[src/rtl/core_inst_pkg.sv]
// -----------------------------------------------------------------------------
// core_inst_pkg
// Shared definitions for the core instruction sequencer:
//   - bit positions of every field in the 34-bit core instruction word
//   - INST_IDLE: the quiescent instruction (memory enables/write enables high)
//   - sequencer state encoding
//   - inst_fields_t plus pack_inst(), which turn named fields into the
//     instruction word
//   - max3(), a small helper used to size the phase counters
// No ports (package).
// -----------------------------------------------------------------------------
package core_inst_pkg;

    localparam int INST_W = 34;
    localparam int ADDR_W = 11;

    // Instruction word bit positions
    localparam int B_ACC       = 33;
    localparam int B_CEN_PMEM  = 32;
    localparam int B_WEN_PMEM  = 31;
    localparam int B_A_PMEM_LO = 20;
    localparam int B_CEN_XMEM  = 19;
    localparam int B_WEN_XMEM  = 18;
    localparam int B_A_XMEM_LO = 7;
    localparam int B_OFIFO_RD  = 6;
    localparam int B_IFIFO_WR  = 5;
    localparam int B_IFIFO_RD  = 4;
    localparam int B_L0_RD     = 3;
    localparam int B_L0_WR     = 2;
    localparam int B_EXECUTE   = 1;
    localparam int B_LOAD      = 0;

    // Active-low memory enables and write enables high, everything else low
    localparam logic [INST_W-1:0] INST_IDLE = 34'h1_800C_0000;

    typedef enum logic [3:0] {
        S_IDLE  = 4'd0,
        S_W_RD  = 4'd1,
        S_W_FL  = 4'd2,
        S_W_LD  = 4'd3,
        S_W_GAP = 4'd4,
        S_X_RD  = 4'd5,
        S_X_FL  = 4'd6,
        S_X_EX  = 4'd7,
        S_DRAIN = 4'd8,
        S_NEXT  = 4'd9,
        S_DONE  = 4'd10
    } seq_state_t;

    typedef struct packed {
        logic              acc;
        logic              cen_pmem;
        logic              wen_pmem;
        logic [ADDR_W-1:0] a_pmem;
        logic              cen_xmem;
        logic              wen_xmem;
        logic [ADDR_W-1:0] a_xmem;
        logic              ofifo_rd;
        logic              ififo_wr;
        logic              ififo_rd;
        logic              l0_rd;
        logic              l0_wr;
        logic              execute;
        logic              load;
    } inst_fields_t;

    function automatic logic [INST_W-1:0] pack_inst(input inst_fields_t f);
        logic [INST_W-1:0] w;
        w = '0;
        w[B_ACC]                     = f.acc;
        w[B_CEN_PMEM]                = f.cen_pmem;
        w[B_WEN_PMEM]                = f.wen_pmem;
        w[B_A_PMEM_LO +: ADDR_W]     = f.a_pmem;
        w[B_CEN_XMEM]                = f.cen_xmem;
        w[B_WEN_XMEM]                = f.wen_xmem;
        w[B_A_XMEM_LO +: ADDR_W]     = f.a_xmem;
        w[B_OFIFO_RD]                = f.ofifo_rd;
        w[B_IFIFO_WR]                = f.ififo_wr;
        w[B_IFIFO_RD]                = f.ififo_rd;
        w[B_L0_RD]                   = f.l0_rd;
        w[B_L0_WR]                   = f.l0_wr;
        w[B_EXECUTE]                 = f.execute;
        w[B_LOAD]                    = f.load;
        return w;
    endfunction

    // Field set equivalent to INST_IDLE
    function automatic inst_fields_t idle_fields();
        inst_fields_t f;
        f          = '0;
        f.cen_pmem = 1'b1;
        f.wen_pmem = 1'b1;
        f.cen_xmem = 1'b1;
        f.wen_xmem = 1'b1;
        return f;
    endfunction

    function automatic int max3(input int a, input int b, input int c);
        int m;
        m = a;
        if (b > m) m = b;
        if (c > m) m = c;
        return m;
    endfunction

endpackage

[src/rtl/seq_phase_cnt.sv]
// -----------------------------------------------------------------------------
// seq_phase_cnt
// Small phase counter with clear, load, increment and terminal-count compare.
// Clear has priority over load, load over increment.
// Ports:
//   clk       in   clock
//   reset_n   in   asynchronous active-low reset
//   i_clr     in   synchronous clear to zero
//   i_ld      in   synchronous load of i_ld_val
//   i_ld_val  in   W  load value
//   i_inc     in   increment by one
//   i_tc_val  in   W  terminal-count value
//   o_cnt     out  W  current count
//   o_tc      out  high while o_cnt == i_tc_val
// -----------------------------------------------------------------------------
module seq_phase_cnt #(
    parameter int W = 6
) (
    input  logic         clk,
    input  logic         reset_n,
    input  logic         i_clr,
    input  logic         i_ld,
    input  logic [W-1:0] i_ld_val,
    input  logic         i_inc,
    input  logic [W-1:0] i_tc_val,
    output logic [W-1:0] o_cnt,
    output logic         o_tc
);

    logic [W-1:0] r_cnt;

    always_ff @(posedge clk or negedge reset_n) begin
        if (!reset_n) begin
            r_cnt <= '0;
        end else if (i_clr) begin
            r_cnt <= '0;
        end else if (i_ld) begin
            r_cnt <= i_ld_val;
        end else if (i_inc) begin
            r_cnt <= r_cnt + W'(1);
        end
    end

    assign o_cnt = r_cnt;
    assign o_tc  = (r_cnt == i_tc_val);

endmodule

[src/rtl/core_inst_sequencer.sv]
// -----------------------------------------------------------------------------
// core_inst_sequencer
// Generates the 34-bit core instruction word for one full convolution:
// for every kernel position it loads weights xmem -> L0 -> PE array, waits
// for the array to settle, streams activations through L0 while executing,
// then drains the output FIFO into pmem (accumulating for kij > 0).
// All outputs are registered: inst reflects the state of the previous cycle.
// Ports:
//   clk          in   clock, rising edge
//   reset_n      in   asynchronous active-low reset
//   start        in   begin a convolution (only looked at in IDLE)
//   ofifo_valid  in   core output FIFO holds a psum row
//   inst         out  34  core instruction word
//   busy         out  high from accepted start until DONE
//   done         out  one-cycle pulse after the final psum write
//   kij          out  4   current kernel index
// -----------------------------------------------------------------------------
module core_inst_sequencer
    import core_inst_pkg::*;
#(
    parameter int row     = 8,
    parameter int col     = 8,
    parameter int len_kij = 9,
    parameter int len_nij = 36,
    parameter int W_BASE  = 64,
    parameter int GAP     = row + col
) (
    input  logic              clk,
    input  logic              reset_n,
    input  logic              start,
    input  logic              ofifo_valid,
    output logic [INST_W-1:0] inst,
    output logic              busy,
    output logic              done,
    output logic [3:0]        kij
);

    localparam int CNT_W = $clog2(max3(len_nij, col, GAP) + 1);

    seq_state_t        r_state;
    logic [3:0]        r_kij;
    logic [INST_W-1:0] r_inst;
    logic              r_busy;
    logic              r_done;
    logic              r_rd_pend;   // an ofifo read was issued last cycle

    seq_state_t        w_next;
    logic [3:0]        w_kij_next;
    inst_fields_t      w_f;
    logic [CNT_W-1:0]  w_cnt;
    logic              w_cnt_tc;
    logic [CNT_W-1:0]  w_cnt_tcval;
    logic              w_cnt_clr;
    logic [CNT_W-1:0]  w_pcnt;
    logic              w_pcnt_tc;
    logic              w_pcnt_clr;
    logic              w_rd_issue;

    // Phase counter: restarts at zero on every state change
    assign w_cnt_clr = (w_next != r_state);

    seq_phase_cnt #(.W(CNT_W)) u_cnt (
        .clk      (clk),
        .reset_n  (reset_n),
        .i_clr    (w_cnt_clr),
        .i_ld     (1'b0),
        .i_ld_val ('0),
        .i_inc    (1'b1),
        .i_tc_val (w_cnt_tcval),
        .o_cnt    (w_cnt),
        .o_tc     (w_cnt_tc)
    );

    // Psum counter: number of pmem writes issued in the current drain
    assign w_pcnt_clr = (r_state != S_DRAIN);

    seq_phase_cnt #(.W(CNT_W)) u_pcnt (
        .clk      (clk),
        .reset_n  (reset_n),
        .i_clr    (w_pcnt_clr),
        .i_ld     (1'b0),
        .i_ld_val ('0),
        .i_inc    (r_rd_pend),
        .i_tc_val (CNT_W'(len_nij - 1)),
        .o_cnt    (w_pcnt),
        .o_tc     (w_pcnt_tc)
    );

    always_comb begin
        w_next      = r_state;
        w_kij_next  = r_kij;
        w_cnt_tcval = '0;
        w_rd_issue  = 1'b0;
        w_f         = idle_fields();
        // xmem data lands one cycle after the read enable, so L0 write is the
        // read enable delayed by one stage; this alone yields one write per read.
        w_f.l0_wr   = ~r_inst[B_CEN_XMEM];

        unique case (r_state)
            S_IDLE: begin
                if (start) begin
                    w_next     = S_W_RD;
                    w_kij_next = '0;
                end
            end
            S_W_RD: begin
                w_cnt_tcval  = CNT_W'(col - 1);
                w_f.cen_xmem = 1'b0;
                w_f.a_xmem   = ADDR_W'(W_BASE) + ADDR_W'(r_kij) * ADDR_W'(col)
                             + ADDR_W'(w_cnt);
                if (w_cnt_tc) w_next = S_W_FL;
            end
            S_W_FL: begin
                w_next = S_W_LD;
            end
            S_W_LD: begin
                w_cnt_tcval = CNT_W'(col - 1);
                w_f.l0_rd   = 1'b1;
                w_f.load    = 1'b1;
                if (w_cnt_tc) w_next = S_W_GAP;
            end
            S_W_GAP: begin
                w_cnt_tcval = CNT_W'(GAP - 1);
                if (w_cnt_tc) w_next = S_X_RD;
            end
            S_X_RD: begin
                w_cnt_tcval  = CNT_W'(len_nij - 1);
                w_f.cen_xmem = 1'b0;
                w_f.a_xmem   = ADDR_W'(w_cnt);
                if (w_cnt_tc) w_next = S_X_FL;
            end
            S_X_FL: begin
                w_next = S_X_EX;
            end
            S_X_EX: begin
                w_cnt_tcval = CNT_W'(len_nij - 1);
                w_f.l0_rd   = 1'b1;
                w_f.execute = 1'b1;
                if (w_cnt_tc) w_next = S_DRAIN;
            end
            S_DRAIN: begin
                // Count the read still in flight so we never over-read the FIFO
                w_rd_issue   = ofifo_valid &&
                               ((w_pcnt + CNT_W'(r_rd_pend)) < CNT_W'(len_nij));
                w_f.ofifo_rd = w_rd_issue;
                if (r_rd_pend) begin
                    w_f.cen_pmem = 1'b0;
                    w_f.wen_pmem = 1'b0;
                    w_f.a_pmem   = ADDR_W'(w_pcnt);
                    w_f.acc      = (r_kij != 4'd0);
                    if (w_pcnt_tc) w_next = S_NEXT;
                end
            end
            S_NEXT: begin
                if (r_kij == 4'(len_kij - 1)) begin
                    w_next = S_DONE;
                end else begin
                    w_kij_next = r_kij + 4'd1;
                    w_next     = S_W_RD;
                end
            end
            S_DONE: begin
                w_next = S_IDLE;
            end
            default: begin
                w_next = S_IDLE;
            end
        endcase
    end

    always_ff @(posedge clk or negedge reset_n) begin
        if (!reset_n) begin
            r_state   <= S_IDLE;
            r_kij     <= '0;
            r_inst    <= INST_IDLE;
            r_busy    <= 1'b0;
            r_done    <= 1'b0;
            r_rd_pend <= 1'b0;
        end else begin
            r_state   <= w_next;
            r_kij     <= w_kij_next;
            r_inst    <= pack_inst(w_f);
            r_busy    <= (w_next != S_IDLE) && (w_next != S_DONE);
            r_done    <= (w_next == S_DONE);
            r_rd_pend <= w_rd_issue;
        end
    end

    assign inst = r_inst;
    assign busy = r_busy;
    assign done = r_done;
    assign kij  = r_kij;

endmodule

[config.mk]
export PLATFORM = sky130hd
export DESIGN_NAME = core_inst_sequencer
export DESIGN_NICKNAME = d
export VERILOG_FILES = /design/src/rtl/core_inst_pkg.sv /design/src/rtl/seq_phase_cnt.sv /design/src/rtl/core_inst_sequencer.sv
export SDC_FILE = /design/constraint.sdc
export NUM_CORES = 1
export LEC_CHECK = 0
export BUFFER_PORTS_ARGS = -buffer_cell sky130_fd_sc_hd__buf_2
export CORE_MARGIN = 8
export CORE_UTILIZATION = 45
export CTS_CLUSTER_DIAMETER = 60
export DETAILED_ROUTE_END_ITERATION = 8
export HOLD_SLACK_MARGIN = 0.1
export MAX_ROUTING_LAYER = met4
export PLACE_DENSITY = 0.67
export SETUP_SLACK_MARGIN = 0.02
export SLEW_MARGIN = 10
export SYNTH_ARGS = -nofsm -noshare
export SYNTH_HDL_FRONTEND = slang
export SYNTH_SLANG_ARGS = --single-unit
[constraint.sdc]
create_clock -name clk -period 2.34 [get_ports clk]
set_input_delay 0.468 -clock clk [delete_from_list [all_inputs] [get_ports clk]]
set_output_delay 0.468 -clock clk [all_outputs]
set_load 0.02 [all_outputs]
### Yosys cells after proc, flatten, opt, wreduce, memory -nomap -nowiden

Cells that the tools add are included.

* output and inout port bits: 40
* input port bits: 4
* register bits: 54
* logic and storage cells: 71

* mux-type cells: 25
* $add $sub $neg: 6
* reductions and logical operators: 12
* bitwise logic cells: 1
* $lt $le $gt $ge: 1
* equal/unequal tests: 18

Operator list (number)
* 4-bit two-way mux: 11
* 4-bit one-hot mux with 10 select lines: 1
* 14-bit two-way mux: 2
* 6-bit two-way mux: 3
* 6-bit one-hot mux with 3 select lines: 1
* 9-bit one-hot mux with 2 select lines: 1
* 4-bit by 3-bit equality test with 1-bit output (second input constant): 4
* 4-bit equality test (second input constant): 4
* 6-bit by 1-bit adder with 6-bit output (second input constant): 2
* 8-bit by 6-bit adder with 9-bit output: 1
* 7-bit by 7-bit adder with 8-bit output (first input constant): 1
* 4-bit by 2-bit equality test with 1-bit output (second input constant): 2
* 4-bit inequality test (second input constant): 2
* 4-bit one-hot mux with 2 select lines: 1
* 4-bit nonzero test: 2
* 2-bit OR reduction: 4
* 6-bit by 1-bit adder with 6-bit output: 1
* 6-bit equality test: 1
* 6-bit equality test (second input constant): 1
* 6-bit < comparator (second input constant): 1
* 1-bit two-way mux: 5
* 4-bit by 1-bit adder with 4-bit output (second input constant): 1
* 4-bit by 1-bit equality test with 1-bit output (second input constant): 1
* 4-bit logical NOT: 1
* other kinds (6): 9

### Logic depth before layout (Yosys ltp)

Gate-level depths: netlist of run 1.

* depth in word-level cells: 8
* depth in mapped cells: 8
* depth with buffers taken out: 8

### Modules after synthesis

From an unflattened synthesis of run 1, not the netlist that was laid out.

* cell total of the unflattened synthesis: 228
* area total of the unflattened synthesis: 2303.5 µm²

By module, submodules not included
* core_inst_sequencer: instances 1, seq. area each 803.3 µm², cells an instance 144, area each 1532.7 µm²
* seq_phase_cnt: instances 2, seq. area each 150.1 µm², cells an instance 42, area each 385.4 µm²

### Least setup slack after synthesis of run 1

No wires, ideal clock.

* kind: register to register
* start point: register r_state[3]
* end point: register u_cnt.r_cnt[1] (netlist: u_cnt.o_cnt[1])
* data arrival time: 1885 ps
* stages on the path, launching flop included: 7
* setup slack: 317 ps
* buffers on the path: 0
* data required time: 2202 ps
* cells stage by stage: dfrtp_1 > nor4b_2 > xnor2_1 > o311ai_1 > or2_2 > o32ai_4 > nor3b_2

* word-level cells in the longest chain between the ends: 8
* elaborated cells between the ends (all ways): 25
* those cells by class: eq/ne: 11; mux: 11; reduce/logical: 3

Ends and longest elaborated chain
* start: declaration: RTL line core_inst_sequencer.sv:40 `seq_state_t r_state;`
* start signal: assignment: RTL line core_inst_sequencer.sv:180 `r_state <= w_next;`
* 4-bit by 3-bit equality test with 1-bit output (tied with other cells): RTL line core_inst_sequencer.sv:99 `unique case (r_state)`
* 2-bit OR reduction (no line)
* 6-bit one-hot mux with 3 select lines: RTL line core_inst_sequencer.sv:99
* 6-bit equality test: RTL line seq_phase_cnt.sv:45 `assign o_tc = (r_cnt == i_tc_val);`
* 4-bit two-way mux (on tied branches)
* 4-bit one-hot mux with 10 select lines: RTL line core_inst_sequencer.sv:99
* 4-bit inequality test (*): RTL line core_inst_sequencer.sv:60 `assign w_cnt_clr = (w_next != r_state);`
* 6-bit two-way mux (*): RTL line seq_phase_cnt.sv:35 `end else if (i_clr) begin`
* end signal: assignment: RTL line seq_phase_cnt.sv:38 `r_cnt <= i_ld_val;`
* end signal: assignment: RTL line seq_phase_cnt.sv:40 `r_cnt <= r_cnt + W'(1);`
* end: declaration: RTL line seq_phase_cnt.sv:30 `logic [W-1:0] r_cnt;`

Mark *: on every way between the ends. The rest lies on a longest branch, timed or not.
A chain may end at the register's enable or synchronous reset.

### Worst setup path after layout of run 1

Ends and elaborated chain as after synthesis.

==> results.py, run 1 <==
metrics = {
    "place": {
        "dpl.cell_count": 307,
        "hpwl_um": 3371,
        "io_buffer_count": 32,
        "place_area_um2": 2491,
        "gp_congestion": 0.8237,
    },
    "worst_setup_path": {
        "arrival_ps": 2310,
        "crit_start": "r_state[3]$_DFF_PN0_",
        "cp-start-kind": "flip-flop",
        "max_stage_delay_ps": 470,
        "reg2reg_depth": 6,
        "reg2reg_from": "r_state[3]$_DFF_PN0_",
        "timing.rr.end": "u_cnt.o_cnt[1]$_DFF_PN0_",
        "r2r_slack_ps": 190,
        "path_cells": "nor4b_2 > xnor2_1 > o311ai_1 > or2_2 > o32ai_4 > nor3b_2",
        "worst_path_max_delay_cell": "o32ai_4",
        "path_max_fanout": 6,
        "required_ps": 2500,
        "crit_type": "reg2reg",
        "crit_path_end_kind": "flip-flop",
    },
    "timing": {
        "fmax_mhz": 465.2,
        "timing.final.crit_share": 0.9187,
        "slew-limit-headroom": 0.5770,
        "final_hold_viol_count": 0,
        "clock_skew_ps": 10.32,
        "fin_crit_ps": 2150,
        "whs_ps": 187.2,
        "fin_setup_tns_ps": 0,
        "rsz0062_at_grt": "false",
        "setup_violations": 0,
        "finalMaxSlewViolations": 0,
        "tightest_slew_ps": 634.5,
    },
    "route": {
        "wl_per_cell_um": 14.24,
        "drt-initial-drc-count": 147,
        "ant_nets": 0,
        "vias": 1552,
        "drc": 0,
        "vias_per_cell": 4.927,
        "drt-pass1-iter-count": 4,
        "drt-total-wl_um": 4485,
    },
    "synth": {
        "syn_area_per_cell_um2": 11.04,
        "ys_seq_elements": 44,
        "synth_flop_cell": "dfrtp_1",
        "yosys.area.top_type": "dfrtp_1",
        "synth_edf_count": 0,
        "seq_area_frac_synth": 0.4828,
        "ys_top_cells_by_area": "dfrtp_1, buf_4, ha_1",
        "async_flop_share": 1.000,
        "syn_area_um2": 2286,
        "yosysWarnings": 0,
        "synth.distinct_cells": 47,
        "synth.top_cell.area_share": 0.4598,
        "synthCells": 207,
    },
    "cts": {
        "clock_path_buffers": 2,
        "cts_setup_buffers": 0,
        "clock_sinks": 44,
        "holdBufCountCts": 0,
        "cts-buffers-inserted": 5,
        "cts_tree": "done",
        "cts_resized": 0,
        "clock_latency_ps": 290,
        "clkTransAtPathRegs_ps": 80,
        "root_buffer": "clkbuf_8",
        "htreeDepth": 2,
    },
    "floorplanning": {
        "die_w_um": 87.28,
        "core_area_um2": 5010,
        "die_h_um": 87.28,
        "dieArea_um2": 7617,
        "num_rows": 26,
        "pin_count": 44,
        "initial_core_util": 0.4563,
    },
    "global_routing": {
        "grt_pass1_vias": 1578,
        "track_usage": 0.1321,
        "overflow": 0,
        "grt_antenna_before_repair": 0,
        "grt_max_degree": 29,
        "grt_pass1_wl_um": 7583,
    },
    "run_status": {
        "status": "complete, no violations",
    },
    "cells_and_area": {
        "antennaDiodeCount": 0,
        "drive_gt1_frac": 0.2776,
        "final_area_um2": 2572,
        "final_cell_mix": "dfrtp_1, buf_2, nor2_1",
        "area_growth_pct": 12.53,
        "nets": 256,
        "mostFrequentLayoutCell": "dfrtp_1",
        "finalNonFillerCells": 315,
    },
    "hold_path": {
        "min_path_type": "in2async",
    },
    "power": {
        "peakVddDrop_mv": 0.2169,
        "power_density_nw_per_um2": 485.9,
        "power.total_mw": 1.250,
        "leakagePower_nw": 1.248,
    },
    "flow_run": {
        "max_cap_viol_count": 0,
    },
}
-- cells in the mapped netlist (all sizes together), types with 3 or more instances --
master and instances:
a21oi 3, and2 3, and3 10, buf 18, clkbuf 3, dfrtp 42, ha 7, inv 5
mux2i 6, nand2 12, nand2b 3, nand3b 3, nand4 4, nor2 22, nor3 13, nor3b 4
nor4b 3, o21ai 6, xnor2 7, xor2 8
-- worst max-delay path by stage --
stage	endpoint	slack, ps	depth (start not counted)
floorplan	u_cnt.o_cnt[1]$_DFF_PN0_	320	6
global placement	u_cnt.o_cnt[1]$_DFF_PN0_	280	6
detailed placement	u_cnt.o_cnt[1]$_DFF_PN0_	190	6
CTS	u_cnt.o_cnt[1]$_DFF_PN0_	180	6
global route	u_cnt.o_cnt[2]$_DFF_PN0_	100	6
finish	u_cnt.o_cnt[1]$_DFF_PN0_	190	6
-- registers in the layout (all words and copies together) (netlist names) --
signal and cells:
done 1, busy 1, u_cnt.o_cnt 6, inst 22
r_state 4, kij 4, u_pcnt.o_cnt 6
-- critical path, delay by kind of cell (launching register included) --
family / cells / cell delay, ps
flops: 1 / 400
xor+xnor: 1 / 170
simple gates: 3 / 800
compound gates: 2 / 650
-- final cells by class --
type	count	area, um2
inverters	5	18.77
flip-flops and latches	44	1104
clock buffers	7	76.32
multi-input cells	146	1046
fillers	476	2437
well taps	70	87.58
clock inverters	1	5.005
repair buffers	42	235.2
-- through the flow --
stage / utilization / setup WS [ps]
5_1_grt: 0.5135 / 100.1
2_1_floorplan: - / 316.6
6_report: 0.5135 / 190.3
3_5_place_dp: 0.4973 / 193.7
3_3_place_gp: 0.4973 / 276.5
4_1_cts: 0.5135 / 178.1
-- logic make-up (layout without fill, tap and decap cells) --
logic type,count (synthesis),in the layout,share of synthesized area
AOI/OAI and AO/OA,19,19,0.07390
other,2,11,0.003285
DFF,44,44,0.4828
and+or+nand+nor,87,87,0.2348
xor gates and xnor gates,15,15,0.05747
muxes,6,6,0.02627
buffers and inverters,26,55,0.07444
adders and majority gates,8,8,0.04707
-- per-layer routing --
layer	track usage	wire [um]	vias up
li1	-	-	756
met2	0.2231	2288	39
met3	0.02925	215	8
met1	0.1464	1892	749
met5	-	0	-
met4	0.05625	89	0
-- where the power goes --
part	switching, mW	internal [mW]
Clock	0.245	0.210
Sequential	0	0.760
Combinational	0.0313	0.00394
Total	0.276	0.973
Power figures use the tool's default switching activity.
==> run 2: changes to the inputs <==
--- a/config.mk
+++ b/config.mk
@@ -7,12 +7,12 @@
 export LEC_CHECK = 0
 export BUFFER_PORTS_ARGS = -buffer_cell sky130_fd_sc_hd__buf_2
 export CORE_MARGIN = 8
-export CORE_UTILIZATION = 45
+export CORE_UTILIZATION = 55
 export CTS_CLUSTER_DIAMETER = 60
 export DETAILED_ROUTE_END_ITERATION = 8
 export HOLD_SLACK_MARGIN = 0.1
 export MAX_ROUTING_LAYER = met4
-export PLACE_DENSITY = 0.67
+export PLACE_DENSITY = 0.79
 export SETUP_SLACK_MARGIN = 0.02
 export SLEW_MARGIN = 10
 export SYNTH_ARGS = -nofsm -noshare
==> results.py, run 2 (synthesized netlist as in run 1, its figures left out) <==
metrics = {
    "run_status": {
        "status": "complete, no violations",
    },
    "power": {
        "swShare": 0.2142,
        "p_switching_mw": 0.2735,
        "leakagePower_nw": 1.251,
        "share_seq_of_total_power": 0.595,
        "power_density_nw_per_um2": 498.5,
        "combPwrFrac": 0.028,
        "power.share.clock": 0.377,
        "peakVddDrop_mv": 0.3780,
        "power.total_mw": 1.277,
        "p_int_mw": 1.003,
    },
    "floorplanning": {
        "dieArea_um2": 6475,
        "die_h_um": 80.47,
        "die_w_um": 80.47,
        "pin_count": 44,
        "initial_core_util": 0.5715,
        "core_area_um2": 4000,
        "num_rows": 23,
    },
    "cts": {
        "clock_sinks": 44,
        "clock_path_buffers": 2,
        "htreeDepth": 2,
        "holdBufCountCts": 0,
        "root_buffer": "clkbuf_8",
        "cts-buffers-inserted": 5,
        "cts_tree": "done",
        "clock_latency_ps": 290,
        "clkTransAtPathRegs_ps": 80,
    },
    "cells_and_area": {
        "antennaDiodeCount": 0,
        "drive_gt1_frac": 0.2857,
        "final_cell_mix": "dfrtp_1, buf_2, nor2_1",
        "area_growth_pct": 12.04,
        "nets": 256,
        "nFillCells": 317,
        "mostFrequentLayoutCell": "dfrtp_1",
        "largest_register_ffs": 22,
    },
    "timing": {
        "rsz0062_at_grt": "false",
        "finalMaxSlewViolations": 0,
        "clock_skew_ps": 5.443,
        "final_hold_viol_count": 0,
        "fmax_mhz": 460.3,
        "fin_crit_ps": 2172,
        "tightest_slew_ps": 482.7,
        "slew-limit-headroom": 0.6731,
        "fin_setup_tns_ps": 0,
        "timing.final.crit_share": 0.9284,
        "setup_violations": 0,
    },
    "global_routing": {
        "grt_antenna_before_repair": 0,
        "grt_pass1_wl_um": 7286,
        "grt_max_degree": 22,
        "track_usage": 0.1492,
        "grt_pass1_vias": 1592,
        "overflow": 0,
    },
    "worst_setup_path": {
        "worst_path_max_delay_cell": "o32ai_4",
        "timing.rr.end": "u_cnt.o_cnt[1]$_DFF_PN0_",
        "path_cells": "nor4b_2 > xnor2_1 > o311ai_1 > or2_2 > o32ai_4 > nor3b_2",
        "cp_top_family": "simple AND/OR/NAND/NOR gates",
        "crit_path_end": "u_cnt.o_cnt[1]$_DFF_PN0_",
        "path_max_fanout": 6,
        "r2r_slack_ps": 170,
        "arrival_ps": 2330,
        "cp-start-kind": "flip-flop",
        "crit_start": "r_state[3]$_DFF_PN0_",
        "required_ps": 2500,
        "crit_path_end_kind": "flip-flop",
        "worstSetupPathDepth": 6,
        "reg2reg_depth": 6,
        "crit_type": "reg2reg",
        "max_stage_delay_ps": 460,
        "reg2reg_from": "r_state[3]$_DFF_PN0_",
        "crit_buf_inv": 0,
    },
    "route": {
        "wl_per_cell_um": 15.14,
        "vias_per_cell": 5.271,
        "drt-pass1-iter-count": 4,
        "ant_nets": 0,
        "drt-initial-drc-count": 91,
        "vias": 1555,
        "drc": 0,
        "drt-total-wl_um": 4466,
    },
    "hold_path": {
        "min_path_type": "in2async",
    },
    "place": {
        "hpwl_um": 3355,
        "io_buffer_count": 32,
        "gp_congestion": 0.8323,
    },
    "flow_run": {
        "max_cap_viol_count": 0,
    },
}
-- run 2: changes by cell type in the layout (fill, tap and decap cells not counted), sizes merged --
cell and change:
clkinv -1, clkinvlp +1
-- run 2: worst min path at each step --
stage | from | end | slack [ps] | cells past startpoint
finish | reset_n | inst[22]$_DFF_PN0_ | 120 | 1
global route | reset_n | inst[22]$_DFF_PN0_ | 130 | 1
CTS | reset_n | inst[23]$_DFF_PN0_ | 120 | 1
detailed placement | inst[19]$_DFF_PN1_ | inst[2]$_DFF_PN0_ | 420 | 1
global placement | inst[19]$_DFF_PN1_ | inst[2]$_DFF_PN0_ | 410 | 1
floorplan | reset_n | busy$_DFF_PN0_ | 170 | 0
-- run 2: what timing repair did --
action	in CTS	in global routing
resized for setup	0	1
setup buffers	0	1
setup endpoints to repair	0	2
-- run 2: worst register-to-register path, cell delays in order (launching register included) --
cell	delay (ps)
dfrtp_1	410
nor4b_2	360
xnor2_1	180
o311ai_1	190
or2_2	360
o32ai_4	460
nor3b_2	90
-- run 2: routing by layer --
layer | up-vias | wire [um] | global-route usage
met5 | - | 0 | -
met1 | 744 | 1913 | 0.1791
met3 | 4 | 271 | 0.03795
li1 | 760 | - | -
met4 | 0 | 34 | 0.05273
met2 | 47 | 2246 | 0.2366
-- run 2: stage by stage --
step,instance area [um2],setup WS (ps),cells,utilization,hold WS (ps)
floorplan,2320,316.6,216,-,172.4
global placement,2459,266.4,286,0.6146,413.4
detailed placement,2459,211.5,286,0.6146,419.6
CTS,2552,184.6,294,0.6381,116.1
global route,2561,39.62,295,0.6403,133.3
finish,2561,167.6,295,0.6403,118.4
-- run 2: layout make-up --
cell class,instances,area [um2],share of cell area
Clock buffer,7,86.33,0.03371
Clock inverter,1,7.507,0.002931
Inverter,5,18.77,0.007328
Multi-Input combinational cell,146,1046,0.4084
Sequential cell,44,1105,0.4314
Tap cell,50,62.56,0.02443
Timing Repair Buffer,42,235.2,0.09184
-- run 2: power by group through the flow --
stage,clock network (mW),registers (mW),logic [mW]
6_report,0.482,0.760,0.0352
4_1_cts,0.501,0.760,0.0354
3_5_place_dp,0,0.775,0.0353
3_3_place_gp,0,0.775,0.0348
5_1_grt,0.529,0.760,0.0400
2_1_floorplan,0,0.775,0.0294
==> run 3: changes to the inputs <==
--- a/config.mk
+++ b/config.mk
@@ -7,12 +7,12 @@
 export LEC_CHECK = 0
 export BUFFER_PORTS_ARGS = -buffer_cell sky130_fd_sc_hd__buf_2
 export CORE_MARGIN = 8
-export CORE_UTILIZATION = 55
+export CORE_UTILIZATION = 59
 export CTS_CLUSTER_DIAMETER = 60
 export DETAILED_ROUTE_END_ITERATION = 8
 export HOLD_SLACK_MARGIN = 0.1
 export MAX_ROUTING_LAYER = met4
-export PLACE_DENSITY = 0.79
+export PLACE_DENSITY = 0.84
 export SETUP_SLACK_MARGIN = 0.02
 export SLEW_MARGIN = 10
 export SYNTH_ARGS = -nofsm -noshare
==> constraint.sdc (replaced) <==
create_clock -name clk -period 2.8 [get_ports clk]
set_input_delay 0.56 -clock clk [delete_from_list [all_inputs] [get_ports clk]]
set_output_delay 0.56 -clock clk [all_outputs]
set_load 0.02 [all_outputs]
==> results.py, run 3 (synthesized netlist as in run 1, its figures left out) <==
metrics = {
    "route": {
        "drc": 0,
        "drt-initial-drc-count": 114,
        "vias_per_cell": 5.469,
        "vias": 1564,
        "drt-total-wl_um": 4348,
        "drt-pass1-iter-count": 4,
        "ant_nets": 0,
        "wl_per_cell_um": 15.20,
    },
    "timing": {
        "rsz0062_at_grt": "false",
        "final_hold_viol_count": 0,
        "fin_setup_tns_ps": 0,
        "finalMaxSlewViolations": 0,
        "tightest_slew_ps": 926.9,
        "setup_violations": 0,
        "fin_crit_ps": 2442,
        "clock_skew_ps": 7.676,
        "fmax_mhz": 409.4,
        "timing.final.crit_share": 0.8723,
        "slew-limit-headroom": 0.3821,
        "whs_ps": 395.7,
    },
    "cells_and_area": {
        "multiInputGateArea_um2": 1046,
        "nets": 249,
        "nFillCells": 291,
        "mostFrequentLayoutCell": "dfrtp_1",
        "seqCellArea_um2": 1104,
        "final_cell_mix": "dfrtp_1, buf_2, nor2_1",
        "largest_register_ffs": 22,
        "antennaDiodeCount": 0,
        "drive_gt1_frac": 0.2647,
        "area_growth_pct": 11.00,
    },
    "cts": {
        "clock_sinks": 44,
        "cts_resized": 0,
        "clock_path_buffers": 2,
        "holdBufCountCts": 0,
        "clkTransAtPathRegs_ps": 80,
        "clock_latency_ps": 300,
        "htreeDepth": 2,
        "cts_tree": "done",
        "cts_setup_buffers": 0,
        "root_buffer": "clkbuf_8",
        "cts-buffers-inserted": 5,
    },
    "worst_setup_path": {
        "reg2reg_from": "r_state[0]$_DFF_PN0_",
        "crit_path_end_kind": "flip-flop",
        "crit_type": "reg2reg",
        "cp-start-kind": "flip-flop",
        "worst_path_max_delay_cell": "dfrtp_1",
        "path_cells": "nor4b_2 > xnor2_1 > o311ai_1 > or2_2 > o32ai_4 > nor3_2",
        "cp_top_family": "simple AND/OR/NAND/NOR gates",
        "max_stage_delay_ps": 630,
        "crit_buf_inv": 0,
        "arrival_ps": 2610,
        "r2r_slack_ps": 360,
        "required_ps": 2970,
        "path_max_fanout": 22,
        "reg2reg_depth": 6,
        "timing.rr.end": "u_cnt.o_cnt[4]$_DFF_PN0_",
    },
    "global_routing": {
        "overflow": 0,
        "grt_antenna_before_repair": 0,
        "grt_pass1_vias": 1563,
        "track_usage": 0.1558,
        "grt_pass1_wl_um": 7514,
        "grt_max_degree": 45,
    },
    "power": {
        "peakVddDrop_mv": 0.2519,
        "p_int_mw": 0.9511,
        "share_seq_of_total_power": 0.538,
        "p_switching_mw": 0.2294,
        "combPwrFrac": 0.023,
        "power.share.clock": 0.439,
        "power_density_nw_per_um2": 465.2,
        "leakagePower_nw": 1.239,
        "swShare": 0.1943,
    },
    "place": {
        "hpwl_um": 3167,
        "gp_congestion": 0.8288,
        "io_buffer_count": 32,
    },
    "run_status": {
        "status": "complete, no violations",
    },
    "floorplanning": {
        "pin_count": 44,
        "core_area_um2": 3689,
        "initial_core_util": 0.6197,
        "die_h_um": 78.25,
        "dieArea_um2": 6122,
        "num_rows": 22,
        "die_w_um": 78.25,
    },
    "hold_path": {
        "min_path_type": "in2async",
    },
    "flow_run": {
        "max_cap_viol_count": 0,
    },
}
==> run 3: how the worst max path moves through the flow <==
stage,startpoint,end,depth (start not counted)
6_report,r_state[0]$_DFF_PN0_,u_cnt.o_cnt[4]$_DFF_PN0_,6
5_1_grt,r_state[0]$_DFF_PN0_,u_cnt.o_cnt[4]$_DFF_PN0_,6
4_1_cts,r_state[0]$_DFF_PN0_,u_cnt.o_cnt[4]$_DFF_PN0_,6
3_5_place_dp,r_state[0]$_DFF_PN0_,u_cnt.o_cnt[2]$_DFF_PN0_,6
3_3_place_gp,r_state[0]$_DFF_PN0_,u_cnt.o_cnt[1]$_DFF_PN0_,6
2_1_floorplan,r_state[3]$_DFF_PN0_,u_cnt.o_cnt[1]$_DFF_PN0_,6
==> run 3: area by class of cell <==
class                   instances  share of cell area
inverters                       5            0.007396
clock buffers                   7             0.03797
multi-input cells             146              0.4122
flip-flops and latches         44              0.4349
repair buffers                 35             0.07199
well taps                      48             0.02367
clock inverters                 1             0.01183
==> run 3: worst reg2reg max path: stages (launching register included) <==
cell and delay [ps]:
dfrtp_1 630, nor4b_2 420, xnor2_1 160, o311ai_1 170
or2_2 360, o32ai_4 470, nor3_2 100
==> run 3: metal layers <==
metal	track usage	vias up	wire, um
li1	-	747	-
met1	0.2023	759	2009
met2	0.2179	47	1929
met3	0.04100	11	305
met4	0.08148	0	104
met5	-	-	0
==> run 3: metrics by stage <==
stage                 util  cell area (um2)  std cells  power (mW)  worst slack, ps
floorplan                -             2320        216      0.6723            776.6
global placement    0.6537             2411        278      0.6743            496.2
detailed placement  0.6537             2411        278      0.6746            379.0
CTS                 0.6879             2537        286       1.190            352.0
global route        0.6879             2537        286       1.222            212.8
finish              0.6879             2537        286       1.180            357.5
==> run 3: power by group through the flow <==
| stage | sequential, mW | clock [mW] | combinational, mW |
|---|---|---|---|
| after floorplan | 0.648 | 0 | 0.0246 |
| after global placement | 0.648 | 0 | 0.0268 |
| after detailed placement | 0.648 | 0 | 0.0271 |
| after CTS | 0.635 | 0.528 | 0.0270 |
| after global routing | 0.635 | 0.556 | 0.0308 |
| final | 0.635 | 0.519 | 0.0267 |
